==> src/rtl/serial_add_ctrl.sv <==
// ---------------------------------------------------------------------------
// serial_add_ctrl
//
// Bit-serial WIDTH-bit adder/subtractor controller. A single 1-bit full-adder
// cell (the Add1 cell) is stepped across the operands, LSB first, one bit per
// clock. The unit is area-minimal rather than fast. It takes WIDTH clocks per
// operation plus one request and one result handshake cycle.
//
// Ports:
//   clk        in   system clock, rising edge
//   rst        in   synchronous, active-high reset
//   in_valid   in   request valid
//   in_ready   out  request can be accepted (IDLE only)
//   in_a       in   operand A            [WIDTH-1:0]
//   in_b       in   operand B            [WIDTH-1:0]
//   in_sub     in   1 = A - B, 0 = A + B
//   out_valid  out  result valid (DONE only)
//   out_ready  in   consumer accepts the result
//   out_sum    out  result, modulo 2^WIDTH [WIDTH-1:0]
//   out_carry  out  carry out of the MSB (for subtract: 1 = no borrow)
//   out_ovf    out  signed overflow        (SERIAL_ADD_FLAGS_EN only)
//   out_zero   out  result is zero         (SERIAL_ADD_FLAGS_EN only)
//
// Configuration macro: SERIAL_ADD_FLAGS_EN adds the out_ovf / out_zero flags
// and their logic. When it is undefined, neither the ports nor the logic exist.
// ---------------------------------------------------------------------------
module serial_add_ctrl #(
    parameter int WIDTH = 16
) (
    input  logic             clk,
    input  logic             rst,
    input  logic             in_valid,
    output logic             in_ready,
    input  logic [WIDTH-1:0] in_a,
    input  logic [WIDTH-1:0] in_b,
    input  logic             in_sub,
    output logic             out_valid,
    input  logic             out_ready,
    output logic [WIDTH-1:0] out_sum,
    output logic             out_carry
`ifdef SERIAL_ADD_FLAGS_EN
    ,
    output logic             out_ovf,
    output logic             out_zero
`endif
);

    localparam int CW = (WIDTH > 1) ? $clog2(WIDTH) : 1;
    localparam logic [CW-1:0] LAST_BIT = CW'(WIDTH - 1);

    localparam logic [1:0] ST_IDLE = 2'd0;
    localparam logic [1:0] ST_RUN  = 2'd1;
    localparam logic [1:0] ST_DONE = 2'd2;

    logic [1:0]       state_q, state_d;
    logic [CW-1:0]    cnt_q, cnt_d;
    logic [WIDTH-1:0] a_sr_q, a_sr_d;
    logic [WIDTH-1:0] b_sr_q, b_sr_d;
    logic             carry_q, carry_d;
    // Only WIDTH-1 partial bits are kept. The final S bit goes straight into
    // the output register on the last step.
    logic [WIDTH-2:0] res_sr_q, res_sr_d;
    logic [WIDTH-1:0] sum_out_q, sum_out_d;
    logic             carry_out_q, carry_out_d;
`ifdef SERIAL_ADD_FLAGS_EN
    logic             any_one_q, any_one_d;
    logic             ovf_q, ovf_d;
    logic             zero_q, zero_d;
`endif

    logic             fa_a, fa_b, fa_i, fa_s, fa_o;
    logic [WIDTH-1:0] shifted;

    // The Add1 full-adder cell, fed from the shift-register LSBs and the carry.
    always_comb begin
        fa_a    = a_sr_q[0];
        fa_b    = b_sr_q[0];
        fa_i    = carry_q;
        fa_s    = fa_a ^ fa_b ^ fa_i;
        fa_o    = (fa_a & fa_b) | (fa_a & fa_i) | (fa_b & fa_i);
        shifted = {fa_s, res_sr_q};
    end

    // Next-state logic.
    // Subtract is A + ~B + 1: B is inverted on load and the carry is seeded
    // with in_sub.
    always_comb begin
        state_d     = state_q;
        cnt_d       = cnt_q;
        a_sr_d      = a_sr_q;
        b_sr_d      = b_sr_q;
        carry_d     = carry_q;
        res_sr_d    = res_sr_q;
        sum_out_d   = sum_out_q;
        carry_out_d = carry_out_q;
`ifdef SERIAL_ADD_FLAGS_EN
        any_one_d   = any_one_q;
        ovf_d       = ovf_q;
        zero_d      = zero_q;
`endif
        case (state_q)
            ST_IDLE: begin
                if (in_valid) begin
                    a_sr_d    = in_a;
                    b_sr_d    = in_b ^ {WIDTH{in_sub}};
                    carry_d   = in_sub;
                    cnt_d     = '0;
                    state_d   = ST_RUN;
`ifdef SERIAL_ADD_FLAGS_EN
                    any_one_d = 1'b0;
`endif
                end
            end
            ST_RUN: begin
                a_sr_d   = a_sr_q >> 1;
                b_sr_d   = b_sr_q >> 1;
                carry_d  = fa_o;
                res_sr_d = shifted[WIDTH-1:1];
                cnt_d    = cnt_q + CW'(1);
`ifdef SERIAL_ADD_FLAGS_EN
                any_one_d = any_one_q | fa_s;
`endif
                // MSB step: publish the result. fa_i here is the carry into the MSB.
                if (cnt_q == LAST_BIT) begin
                    state_d     = ST_DONE;
                    sum_out_d   = shifted;
                    carry_out_d = fa_o;
`ifdef SERIAL_ADD_FLAGS_EN
                    ovf_d       = fa_i ^ fa_o;
                    zero_d      = ~(any_one_q | fa_s);
`endif
                end
            end
            ST_DONE: begin
                if (out_ready) begin
                    state_d = ST_IDLE;
                end
            end
            default: begin
                state_d = ST_IDLE;
            end
        endcase
    end

    // State registers with synchronous reset. Reset abandons any operation
    // in flight.
    always_ff @(posedge clk) begin
        if (rst) begin
            state_q     <= ST_IDLE;
            cnt_q       <= '0;
            a_sr_q      <= '0;
            b_sr_q      <= '0;
            carry_q     <= 1'b0;
            res_sr_q    <= '0;
            sum_out_q   <= '0;
            carry_out_q <= 1'b0;
`ifdef SERIAL_ADD_FLAGS_EN
            any_one_q   <= 1'b0;
            ovf_q       <= 1'b0;
            zero_q      <= 1'b0;
`endif
        end else begin
            state_q     <= state_d;
            cnt_q       <= cnt_d;
            a_sr_q      <= a_sr_d;
            b_sr_q      <= b_sr_d;
            carry_q     <= carry_d;
            res_sr_q    <= res_sr_d;
            sum_out_q   <= sum_out_d;
            carry_out_q <= carry_out_d;
`ifdef SERIAL_ADD_FLAGS_EN
            any_one_q   <= any_one_d;
            ovf_q       <= ovf_d;
            zero_q      <= zero_d;
`endif
        end
    end

    assign in_ready  = (state_q == ST_IDLE);
    assign out_valid = (state_q == ST_DONE);
    assign out_sum   = sum_out_q;
    assign out_carry = carry_out_q;
`ifdef SERIAL_ADD_FLAGS_EN
    assign out_ovf   = ovf_q;
    assign out_zero  = zero_q;
`endif

endmodule
==> config.mk <==
export PLATFORM = sky130hd
export DESIGN_NAME = serial_add_ctrl
export DESIGN_NICKNAME = d
export VERILOG_FILES = /design/src/rtl/serial_add_ctrl.sv
export SDC_FILE = /design/constraint.sdc
export NUM_CORES = 1
export LEC_CHECK = 0
export BUFFER_PORTS_ARGS = -buffer_cell sky130_fd_sc_hd__clkbuf_2
export CAP_MARGIN = 5
export CORE_ASPECT_RATIO = 1.25
export CORE_MARGIN = 8
export CORE_UTILIZATION = 55
export DETAILED_ROUTE_END_ITERATION = 12
export PLACE_DENSITY = 0.79
export SLEW_MARGIN = 20
export SYNTH_ARGS = -nofsm -noshare
export SYNTH_HDL_FRONTEND = slang
export SYNTH_SLANG_ARGS = --single-unit
==> constraint.sdc <==
create_clock -name clk -period 3.2 [get_ports clk]
set_input_delay 0.8 -clock clk [delete_from_list [all_inputs] [get_ports clk]]
set_output_delay 0.8 -clock clk [all_outputs]
set_load 0.05 [all_outputs]
==> results of run 1 <==
## Yosys cell counts
cell       count
o21bai_4       1
nand2b_1       2
and3_1         1
xor2_1         1
o211a_1        1
ha_1           1
nand2_1       30
clkbuf_2       1
dfxtp_1       71
inv_1         19
a211oi_1      16
buf_2          5
o2bb2ai_1     11
nor3b_4        1
clkbuf_1      12
o21ai_0       17
buf_6          8
a21oi_1       35
mux2i_1        1
fa_1           1
o22ai_1       19
nor2_1        36
nor2b_1        1
a22oi_1       18
or3_1         17
buf_1          1
clkinv_1       1
xnor2_1       15
o21ba_2        2
nand2b_4       1
nand3_1        2
a211o_1        1
buf_4          5
a22o_1         1
nor3_1         2
## kinds of logic (layout without fill, tap and decap cells)
group | Yosys count | after routing | synth area share [%]
fa+ha+maj | 2 | 2 | 1.04
flops | 71 | 71 | 45.6
xor+xnor | 16 | 16 | 4.50
simple gates | 93 | 93 | 13.9
compound gates | 122 | 122 | 25.6
buf+inv | 52 | 96 | 9.04
mux | 1 | 1 | 0.321
## worst max-delay path, cell delays in order, from the launching register on
cell	delay [ns]
dfxtp_1	0.51
clkinv_1	0.14
nor2_1	0.12
clkbuf_2	0.28
## registers in the layout, indices dropped and copies added, names as in the netlist
register / cells
a_sr_q: 16
b_sr_q: 16
out_sum: 16
res_sr_q: 15
cnt_q: 4
state_q: 2
carry_q: 1
out_carry: 1
## routing by layer
| layer | GRT usage [%] | vias to the layer above |
|---|---|---|
| met1 | 15.8 | 1188 |
| met4 | 8.27 | 0 |
| met2 | 25.8 | 60 |
| li1 | - | 1325 |
| met3 | 4.29 | 12 |
| met5 | 0 | - |
## power by group through the flow
stage          clock, W  combinational, W  sequential (W)
4_1_cts        0.000615          0.000211        0.000951
2_1_floorplan         0          0.000179        0.000965
6_report       0.000601          0.000209        0.000951
5_1_grt        0.000654          0.000233        0.000955
3_3_place_gp          0          0.000205        0.000969
3_5_place_dp          0          0.000210        0.000970
## final timing paths
path,startpoint,end,slack (ns)
max,state_q[1],out_valid,1.01
min,res_sr_q[0],res_sr_q[0],0.46
max reg2reg,cnt_q[0],out_sum[4],1.34
min reg2reg,res_sr_q[0],res_sr_q[0],0.46
## final cells by class
type | instances | share of cell area [%]
clock inverters | 4 | 0.648
inverters | 20 | 2.16
repair buffers | 61 | 9.22
flip-flops and latches | 71 | 40.9
well taps | 64 | 2.30
multi-input cells | 234 | 40.7
clock buffers | 11 | 4.07
## metrics by stage
step / setup slack [ns] / utilization (%) / area [um^2] / std cells
final: 1.01 / 63.8 / 3470 / 465
after global routing: 0.911 / 63.8 / 3470 / 465
after CTS: 0.989 / 63.8 / 3470 / 465
after detailed placement: 1.09 / 60.8 / 3310 / 450
after global placement: 1.16 / 60.8 / 3310 / 450
after floorplan: 0.858 / - / 3110 / 357
==> qor.csv, run 1 <==
stage,metric,value,unit
layout,"commonest non-fill, non-tap cell in the layout",dfxtp_1,
placement,DP HPWL,4130,um
pwr,Total Power,0.00176,W
job,Max-cap violations,0,
global_routing,total gr overflow,0,
timing,final hold violation count,0,
pwr,leakage,1.29,nW
critical_path,CP max FO,7,
timing,RSZ-0062 raised after global routing,no,
synth,Mean Syn Cell Area,8.72,um^2
floorplanning,Die Y-Extent,100,um
routing,metal3 WL,337,um
floorplanning,die area,0.00834,mm^2
pwr,maximum vdd drop,0.295,mV
routing,Iter 0 DRT Violations,149,
clock_tree,CTS H-Tree Depth,3,
clock_tree,clock buffer depth,2,
pwr,Power Density,507,mW/mm^2
clock_tree,Clock Tree Root,clkbuf_8,
floorplanning,Top Ports,56,
clock_tree,Clock Pin Slew Worst Setup and Hold Paths,0.07,ns
pwr,switching power share of the total,25.8,%
synth,syn nets,396,
synth,top post-synthesis cells by area,"dfxtp_1 46%, a21oi_1 5.6%, a22oi_1 4.3%",
critical_path,crit path launch type,register,
clock_tree,number of CTS-inserted buffers,9,
pwr,combinational power share,11.9,%
synth,"area leader, netlist",dfxtp_1,
routing,first-pass iteration count of the detailed router,4,
synth,post-synth cell types,35,
synth,area of the mapped netlist,0.00311,mm^2
placement,gpl congestion,0.796,
critical_path,CP Capture Type,output port,
timing,hold_ws,0.464,ns
synth,post-synthesis register bit count,71,
hold_path,Hold Path Stages,2,
placement,PortBufs,55,
global_routing,initial antenna violation count,0,
layout,fillcell total,481,
global_routing,global-route wire length before repair,10500,um
floorplanning,Die Width,83.3,um
critical_path,Worst Setup Path Type,reg2out,
layout,P&R area growth vs syn,11.6,%
floorplanning,row count,30,
timing,Relative slew margins,62.7,%
layout,Reg area,0.00142,mm^2
layout,footprint of the multi-input gates,0.00141,mm^2
critical_path,worst reg2reg path depth,5,
routing,routed wire length,6240,um
clock_tree,CTS sink count,71,
timing,Setup Skew,0.00608,ns
floorplanning,Initial Utilization,57.2,%
routing,wire length on met1,2670,um
timing,min Tclk post-route,2.19,ns
clock_tree,# hold bufs at CTS,0,
pwr,Psw,0.000454,W
global_routing,largest net degree at the start of global routing,52,
pwr,Clk pwr share,34.1,%
critical_path,Critical Path AT,1.39,ns
synth,top cell type's share of synthesized area,45.6,%
synth,post-synthesis sequential area ratio,45.6,%
routing,DR WL met2,3120,um
synth,Yosys warning count,0,
routing,via density per instance,5.56,
clock_tree,CTS tree,done,
pwr,part of the power in registers,54.0,%
timing,period utilization,68.5,%
global_routing,vias in the first global route,2457,
clock_tree,postcts setup bufs,0,
layout,most frequent cells in the layout,"71 x dfxtp_1, 55 x clkbuf_2, 36 x nor2_1",
layout,# diodes,0,
layout,nets@finish,436,
floorplanning,total core area,0.00544,mm^2
clock_tree,CTS resizes,0,
routing,Antenna Nets Post-Route,0,
timing,Fin Setup TNS,0,ns
hold_path,Hold Crit Class,reg2reg,
timing,"Slew Viols, Final",0,
global_routing,total track usage,14.9,%
critical_path,WP data required,2.40,ns
outcome,outcome,finished clean,
timing,fmax,456,MHz
routing,Avg WL per Cell,13.4,um
pwr,Power Internal,0.00131,W
synth,synthesized instance count,357,
routing,max layer used,met4,
timing,Worst-Margin Slew,0.560,ns
timing,# setup viols final,0,
routing,routed vias,2585,
routing,DRC,0,
clock_tree,Worst-Skew Late Latency,0.34,ns
layout,layout cell share with drive strength beyond 1,20.2,%
Note: power is estimated with default switching activity, not from simulation.
==> inputs of run 2 (changes only) <==
--- a/config.mk
+++ b/config.mk
@@ -9,9 +9,9 @@
 export CAP_MARGIN = 5
 export CORE_ASPECT_RATIO = 1.25
 export CORE_MARGIN = 8
-export CORE_UTILIZATION = 55
+export CORE_UTILIZATION = 50
 export DETAILED_ROUTE_END_ITERATION = 12
-export PLACE_DENSITY = 0.79
+export PLACE_DENSITY = 0.76
 export SLEW_MARGIN = 20
 export SYNTH_ARGS = -nofsm -noshare
 export SYNTH_HDL_FRONTEND = slang
==> constraint.sdc (replaced) <==
create_clock -name clk -period 1.82 [get_ports clk]
set_input_delay 0.455 -clock clk [delete_from_list [all_inputs] [get_ports clk]]
set_output_delay 0.455 -clock clk [all_outputs]
set_load 0.05 [all_outputs]
==> run 2 against run 1 <==
Compared with the run above: final cell count up 5.2%; utilization down 4.9 points; sequential power up 76%; sequential share of layout area down 1.2 points; wire length up 0.69%; clock power up 100%; non-clock buffer count up 2; die area up 8.2%; highest routed layer unchanged.
==> qor.csv, run 2 (synthesized netlist as in run 1, its figures left out) <==
stage,metric,value,unit,change
floorplanning,Top Ports,56,,unchanged
floorplanning,Die Width,86.6,um,was 83.3 um
routing,DRC,0,,unchanged
layout,nets@finish,438,,was 436
critical_path,Worst path slowest cell,dfxtp_1,,unchanged
floorplanning,row count,32,,was 30
layout,design area,0.00359,mm^2,was 0.00347 mm^2
critical_path,FF-to-FF Start,a_sr_q[0],,was cnt_q[0]
layout,layout cell share with drive strength beyond 1,21.0,%,was 20.2%
layout,Post-Route Utilization,58.9,%,was 63.8%
pwr,Psw,0.000806,W,was 0.000454 W
timing,fmax,595,MHz,
layout,most frequent cells in the layout,"70 x dfxtp_1, 54 x clkbuf_2, 35 x nor2_1, 35 x a21oi_1, 30 x nand2_1",,"was 71 x dfxtp_1, 55 x clkbuf_2, 36 x nor2_1"
layout,# diodes,0,,unchanged
global_routing,initial antenna violation count,0,,unchanged
routing,via density per instance,5.30,,was 5.56
clock_tree,clock buffer depth,2,,unchanged
routing,Iter 0 DRT Violations,162,,was 149
pwr,leakage,1.32,nW,was 1.29 nW
layout,fillcell total,571,,was 481
global_routing,global-route wire length before repair,10900,um,was 10500 um
routing,routed wire length,6280,um,was 6240 um
critical_path,flop2flop setup slack,0.36,ns,was 1.34 ns
critical_path,Reg-to-Reg End,out_sum[15],,was out_sum[4]
layout,footprint of the multi-input gates,0.00142,mm^2,was 0.00141 mm^2
pwr,Clk pwr share,37.1,%,was 34.1%
clock_tree,Worst-Skew Late Latency,0.34,ns,about the same
global_routing,GR Util met1,17.0,%,was 15.8%
critical_path,WP data required,1.36,ns,was 2.40 ns
critical_path,Worst Setup Path Type,reg2out,,unchanged
floorplanning,Die Y-Extent,104,um,was 100 um
job,Max-cap violations,0,,unchanged
clock_tree,number of CTS-inserted buffers,9,,unchanged
critical_path,CP Capture Type,output port,,unchanged
critical_path,worst reg2reg path depth,4,,was 5
placement,Post-Place Cells,473,,was 450
global_routing,met3 GRT Util,4.66,%,was 4.29%
clock_tree,CTS H-Tree Depth,3,,unchanged
hold_path,Hold Crit Class,in2reg,,was reg2reg
global_routing,largest net degree at the start of global routing,72,,was 52
clock_tree,Clock Pin Slew Worst Setup and Hold Paths,0.07,ns,about the same
routing,Avg WL per Cell,12.8,um,was 13.4 um
critical_path,crit path cell chain,"buf_4, nor2_1, clkbuf_2",,"was clkinv_1, nor2_1, clkbuf_2"
critical_path,CP max FO,15,,was 7
timing,Setup Skew,0.00767,ns,was 0.00608 ns
global_routing,M2 GR Usage,23.5,%,was 25.8%
critical_path,Critical Path AT,1.23,ns,was 1.39 ns
timing,Relative slew margins,65.3,%,was 62.7%
pwr,combinational power share,11.7,%,was 11.9%
critical_path,crit-path max cell delay,0.32,ns,was 0.51 ns
timing,min Tclk post-route,1.68,ns,
placement,placed cell area,0.00339,mm^2,was 0.00331 mm^2
floorplanning,total core area,0.00609,mm^2,was 0.00544 mm^2
clock_tree,postcts setup bufs,0,,unchanged
timing,Fin Setup TNS,0,ns,unchanged
timing,final hold violation count,0,,unchanged
pwr,switching power share of the total,24.7,%,was 25.8%
global_routing,total track usage,14.6,%,was 14.9%
global_routing,GRT busiest layer,met2,,unchanged
floorplanning,Initial Utilization,51.2,%,was 57.2%
placement,DP HPWL,4260,um,was 4130 um
pwr,Power Density,910,mW/mm^2,was 507 mW/mm^2
pwr,maximum vdd drop,0.517,mV,was 0.295 mV
critical_path,capture point of the worst path,in_ready,,was out_valid
clock_tree,Clock Tree Root,clkbuf_8,,unchanged
global_routing,vias in the first global route,2530,,was 2457
timing,period utilization,92.4,%,
placement,gpl congestion,0.767,,was 0.796
timing,hold_ws,0.398,ns,was 0.464 ns
timing,RSZ-0062 raised after global routing,no,,unchanged
layout,P&R area growth vs syn,15.1,%,was 11.6%
floorplanning,die area,0.00903,mm^2,was 0.00834 mm^2
placement,PortBufs,55,,unchanged
timing,"Slew Viols, Final",0,,unchanged
routing,Antenna Nets Post-Route,0,,unchanged
routing,first-pass iteration count of the detailed router,4,,unchanged
critical_path,Critical path origin,state_q[0],,was state_q[1]
pwr,part of the power in registers,51.2,%,was 54.0%
layout,Reg area,0.00142,mm^2,about the same
clock_tree,# hold bufs at CTS,0,,unchanged
layout,"commonest non-fill, non-tap cell in the layout",dfxtp_1,,unchanged
global_routing,total gr overflow,0,,unchanged
routing,routed vias,2591,,was 2585
critical_path,crit path launch type,register,,unchanged
layout,final std cells w/o fill,489,,was 465
pwr,Power Internal,0.00246,W,was 0.00131 W
clock_tree,CTS sink count,71,,unchanged
clock_tree,CTS tree,done,,unchanged
timing,# setup viols final,0,,unchanged
outcome,outcome,finished clean,,unchanged
timing,Worst-Margin Slew,0.520,ns,was 0.560 ns
## run 2: cell type report
cell class,instances,share of cell area [%]
Tap cell,85,2.97
Multi-Input combinational cell,234,39.5
Clock buffer,12,4.05
Clock inverter,4,1.26
Inverter,20,2.09
Timing Repair Buffer,63,10.5
Sequential cell,71,39.7
## run 2: stage by stage
| stage | setup WS, ns | total power (W) |
|---|---|---|
| 4_1_cts | 0.120 | 0.00329 |
| 3_3_place_gp | 0.209 | 0.00208 |
| 3_5_place_dp | 0.142 | 0.00209 |
| 2_1_floorplan | 0.0462 | 0.00201 |
| 6_report | 0.139 | 0.00326 |
| 5_1_grt | 0.0448 | 0.00342 |
## run 2: worst min-delay path by stage
stage,depth (start not counted),slack [ns],endpoint,start
after floorplan,2,0.44,res_sr_q[0],res_sr_q[0]
after global routing,3,0.39,a_sr_q[15],in_a[15]
final,3,0.40,b_sr_q[2],in_b[2]
after detailed placement,2,0.46,res_sr_q[0],res_sr_q[0]
after CTS,3,0.38,b_sr_q[2],in_b[2]
after global placement,2,0.45,res_sr_q[0],res_sr_q[0]
## run 2: metal layers
layer / part of all wire (%) / wire, um
met3: 4.7 / 296
met1: 46 / 2910
met2: 47 / 2970
met5: 0 / 0
met4: 1.7 / 109
## run 2: power groups by stage
stage | Clock (W) | Sequential, W | Combinational [W]
floorplan | 0 | 0.00170 | 0.000315
global placement | 0 | 0.00170 | 0.000377
global route | 0.00131 | 0.00168 | 0.000429
detailed placement | 0 | 0.00170 | 0.000386
CTS | 0.00124 | 0.00167 | 0.000385
finish | 0.00121 | 0.00167 | 0.000382
## run 2: what timing repair did
action / CTS / global route
endpoints found under the hold margin: 0 / 0
gates resized for setup: 1 / 0
setup endpoints to repair: 1 / 0
## run 2: worst max-delay path, delay by kind of cell, from the launching register on
family	cells	cell delay, ns
buffers and inverters	2	0.48
DFF	1	0.32
and+or+nand+nor	1	0.09
==> inputs of run 3 (changes only) <==
--- a/config.mk
+++ b/config.mk
@@ -11,7 +11,7 @@
 export CORE_MARGIN = 8
 export CORE_UTILIZATION = 50
 export DETAILED_ROUTE_END_ITERATION = 12
-export PLACE_DENSITY = 0.76
+export PLACE_DENSITY = 0.84
 export SLEW_MARGIN = 20
 export SYNTH_ARGS = -nofsm -noshare
 export SYNTH_HDL_FRONTEND = slang
==> run 3 against run 2 <==
Compared with the run above: first-iteration DRC count is 38% higher; flip-flop and latch count unchanged; wire length grew 1.2%; utilization up 0.19 points; largest power group unchanged.
==> qor.csv, run 3 (synthesized netlist as in run 1, its figures left out) <==
stage,metric,value,unit,change
timing,Relative slew margins,63.4,%,was 65.3%
layout,nets@finish,437,,was 438
clock_tree,Clock Tree Root,clkbuf_8,,unchanged
critical_path,CP max FO,22,,was 15
routing,routed wire length,6360,um,was 6280 um
placement,PortBufs,55,,unchanged
routing,first-pass iteration count of the detailed router,5,,was 4
floorplanning,Top Ports,56,,unchanged
floorplanning,total core area,0.00609,mm^2,unchanged
critical_path,Critical path origin,state_q[0],,unchanged
routing,Antenna Nets Post-Route,0,,unchanged
routing,Avg WL per Cell,13.0,um,was 12.8 um
global_routing,M2 GR Usage,23.0,%,was 23.5%
pwr,maximum vdd drop,0.679,mV,was 0.517 mV
global_routing,initial antenna violation count,0,,unchanged
timing,min Tclk post-route,1.73,ns,was 1.68 ns
critical_path,CP Capture Type,output port,,unchanged
hold_path,Hold Startpoint,in_a[15],,was in_b[2]
pwr,Power Density,928,mW/mm^2,was 910 mW/mm^2
floorplanning,die area,0.00903,mm^2,unchanged
floorplanning,row count,32,,unchanged
clock_tree,CTS H-Tree Depth,3,,unchanged
clock_tree,CTS tree,done,,unchanged
global_routing,largest net degree at the start of global routing,72,,unchanged
pwr,Total Power,0.00334,W,was 0.00326 W
timing,final hold violation count,0,,unchanged
layout,P&R area growth vs syn,15.5,%,was 15.1%
global_routing,total track usage,14.8,%,was 14.6%
global_routing,vias in the first global route,2450,,was 2530
global_routing,global-route wire length before repair,10900,um,about the same
clock_tree,postcts setup bufs,0,,unchanged
layout,"commonest non-fill, non-tap cell in the layout",dfxtp_1,,unchanged
global_routing,GRT busiest layer,met2,,unchanged
layout,most frequent cells in the layout,"70 x dfxtp_1, 54 x clkbuf_2, 35 x nor2_1, 35 x a21oi_1, 30 x nand2_1",,unchanged
critical_path,Worst Setup Path Type,reg2out,,unchanged
routing,Iter 0 DRT Violations,223,,was 162
clock_tree,# hold bufs at CTS,0,,unchanged
placement,gpl congestion,0.798,,was 0.767
pwr,leakage,1.32,nW,about the same
routing,routed vias,2627,,was 2591
timing,fmax,576,MHz,was 595 MHz
timing,RSZ-0062 raised after global routing,no,,unchanged
job,Max-cap violations,0,,unchanged
floorplanning,Initial Utilization,51.2,%,unchanged
timing,Worst-Margin Slew,0.550,ns,was 0.520 ns
critical_path,crit path launch type,register,,unchanged
placement,DP HPWL,4180,um,was 4260 um
global_routing,met3 GRT Util,6.01,%,was 4.66%
clock_tree,clock buffer depth,2,,unchanged
clock_tree,Clock Pin Slew Worst Setup and Hold Paths,0.07,ns,about the same
clock_tree,CTS sink count,71,,unchanged
global_routing,total gr overflow,0,,unchanged
global_routing,GR Util met1,17.6,%,was 17.0%
timing,period utilization,95.3,%,was 92.4%
timing,hold_ws,0.388,ns,was 0.398 ns
floorplanning,Die Width,86.6,um,unchanged
critical_path,Critical Path AT,1.28,ns,was 1.23 ns
routing,DRC,0,,unchanged
routing,via density per instance,5.38,,was 5.30
floorplanning,Die Y-Extent,104,um,unchanged
layout,layout cell share with drive strength beyond 1,21.3,%,was 21.0%
clock_tree,number of CTS-inserted buffers,9,,unchanged
timing,Fin Setup TNS,0,ns,unchanged
timing,Setup Skew,0.0123,ns,was 0.00767 ns
layout,Post-Route Utilization,59.1,%,was 58.9%
layout,# diodes,0,,unchanged
outcome,outcome,finished clean,,unchanged
timing,"Slew Viols, Final",0,,unchanged
hold_path,Hold Crit Class,in2reg,,unchanged
critical_path,WP data required,1.36,ns,about the same
clock_tree,Worst-Skew Late Latency,0.35,ns,was 0.34 ns
critical_path,FF-to-FF Start,a_sr_q[0],,unchanged
timing,# setup viols final,0,,unchanged
## run 3: what timing repair did
item,in CTS,in global routing
setup endpoints to repair,1,1
hold endpoints to repair,0,0
resized for setup,1,1
pin swaps,0,0
## run 3: stage by stage
step	area [um^2]	worst slack (ns)	cells
2_1_floorplan	3120	0.0462	357
3_3_place_gp	3390	0.239	472
3_5_place_dp	3390	0.138	472
4_1_cts	3590	0.0313	488
5_1_grt	3600	0.0234	488
6_report	3600	0.0853	488
## run 3: metal layers
metal  vias up  wire length, um
li1       1335                -
met1      1219             2780
met2        66             3090
met3         7              409
met4         0               77
met5         -                0
## run 3: final timing paths
kind	to	slack [ns]	cells past startpoint
setup / recovery	in_ready	0.09	3
setup reg to reg	out_sum[15]	0.32	4
hold / removal	a_sr_q[15]	0.39	3
hold reg to reg	res_sr_q[10]	0.46	2
## run 3: worst max-delay path, cell delays in order, from the launching register on
cell and delay (ns):
dfxtp_1 0.40, buf_6 0.24, nor2_1 0.06, clkbuf_2 0.24
## run 3: power breakdown
group	internal, W	switching (W)	total (W)
clock network	0.000674	0.000605	0.00128
logic	0.000164	0.000223	0.000387
registers	0.00163	0.0000434	0.00167
## run 3: final cells by class
type | count | area, um^2
clock inverters | 6 | 67.6
multi-input cells | 234 | 1420
inverters | 20 | 75.1
flip-flops and latches | 71 | 1420
clock buffers | 10 | 138
fillers | 572 | 2490
repair buffers | 62 | 372
well taps | 85 | 106
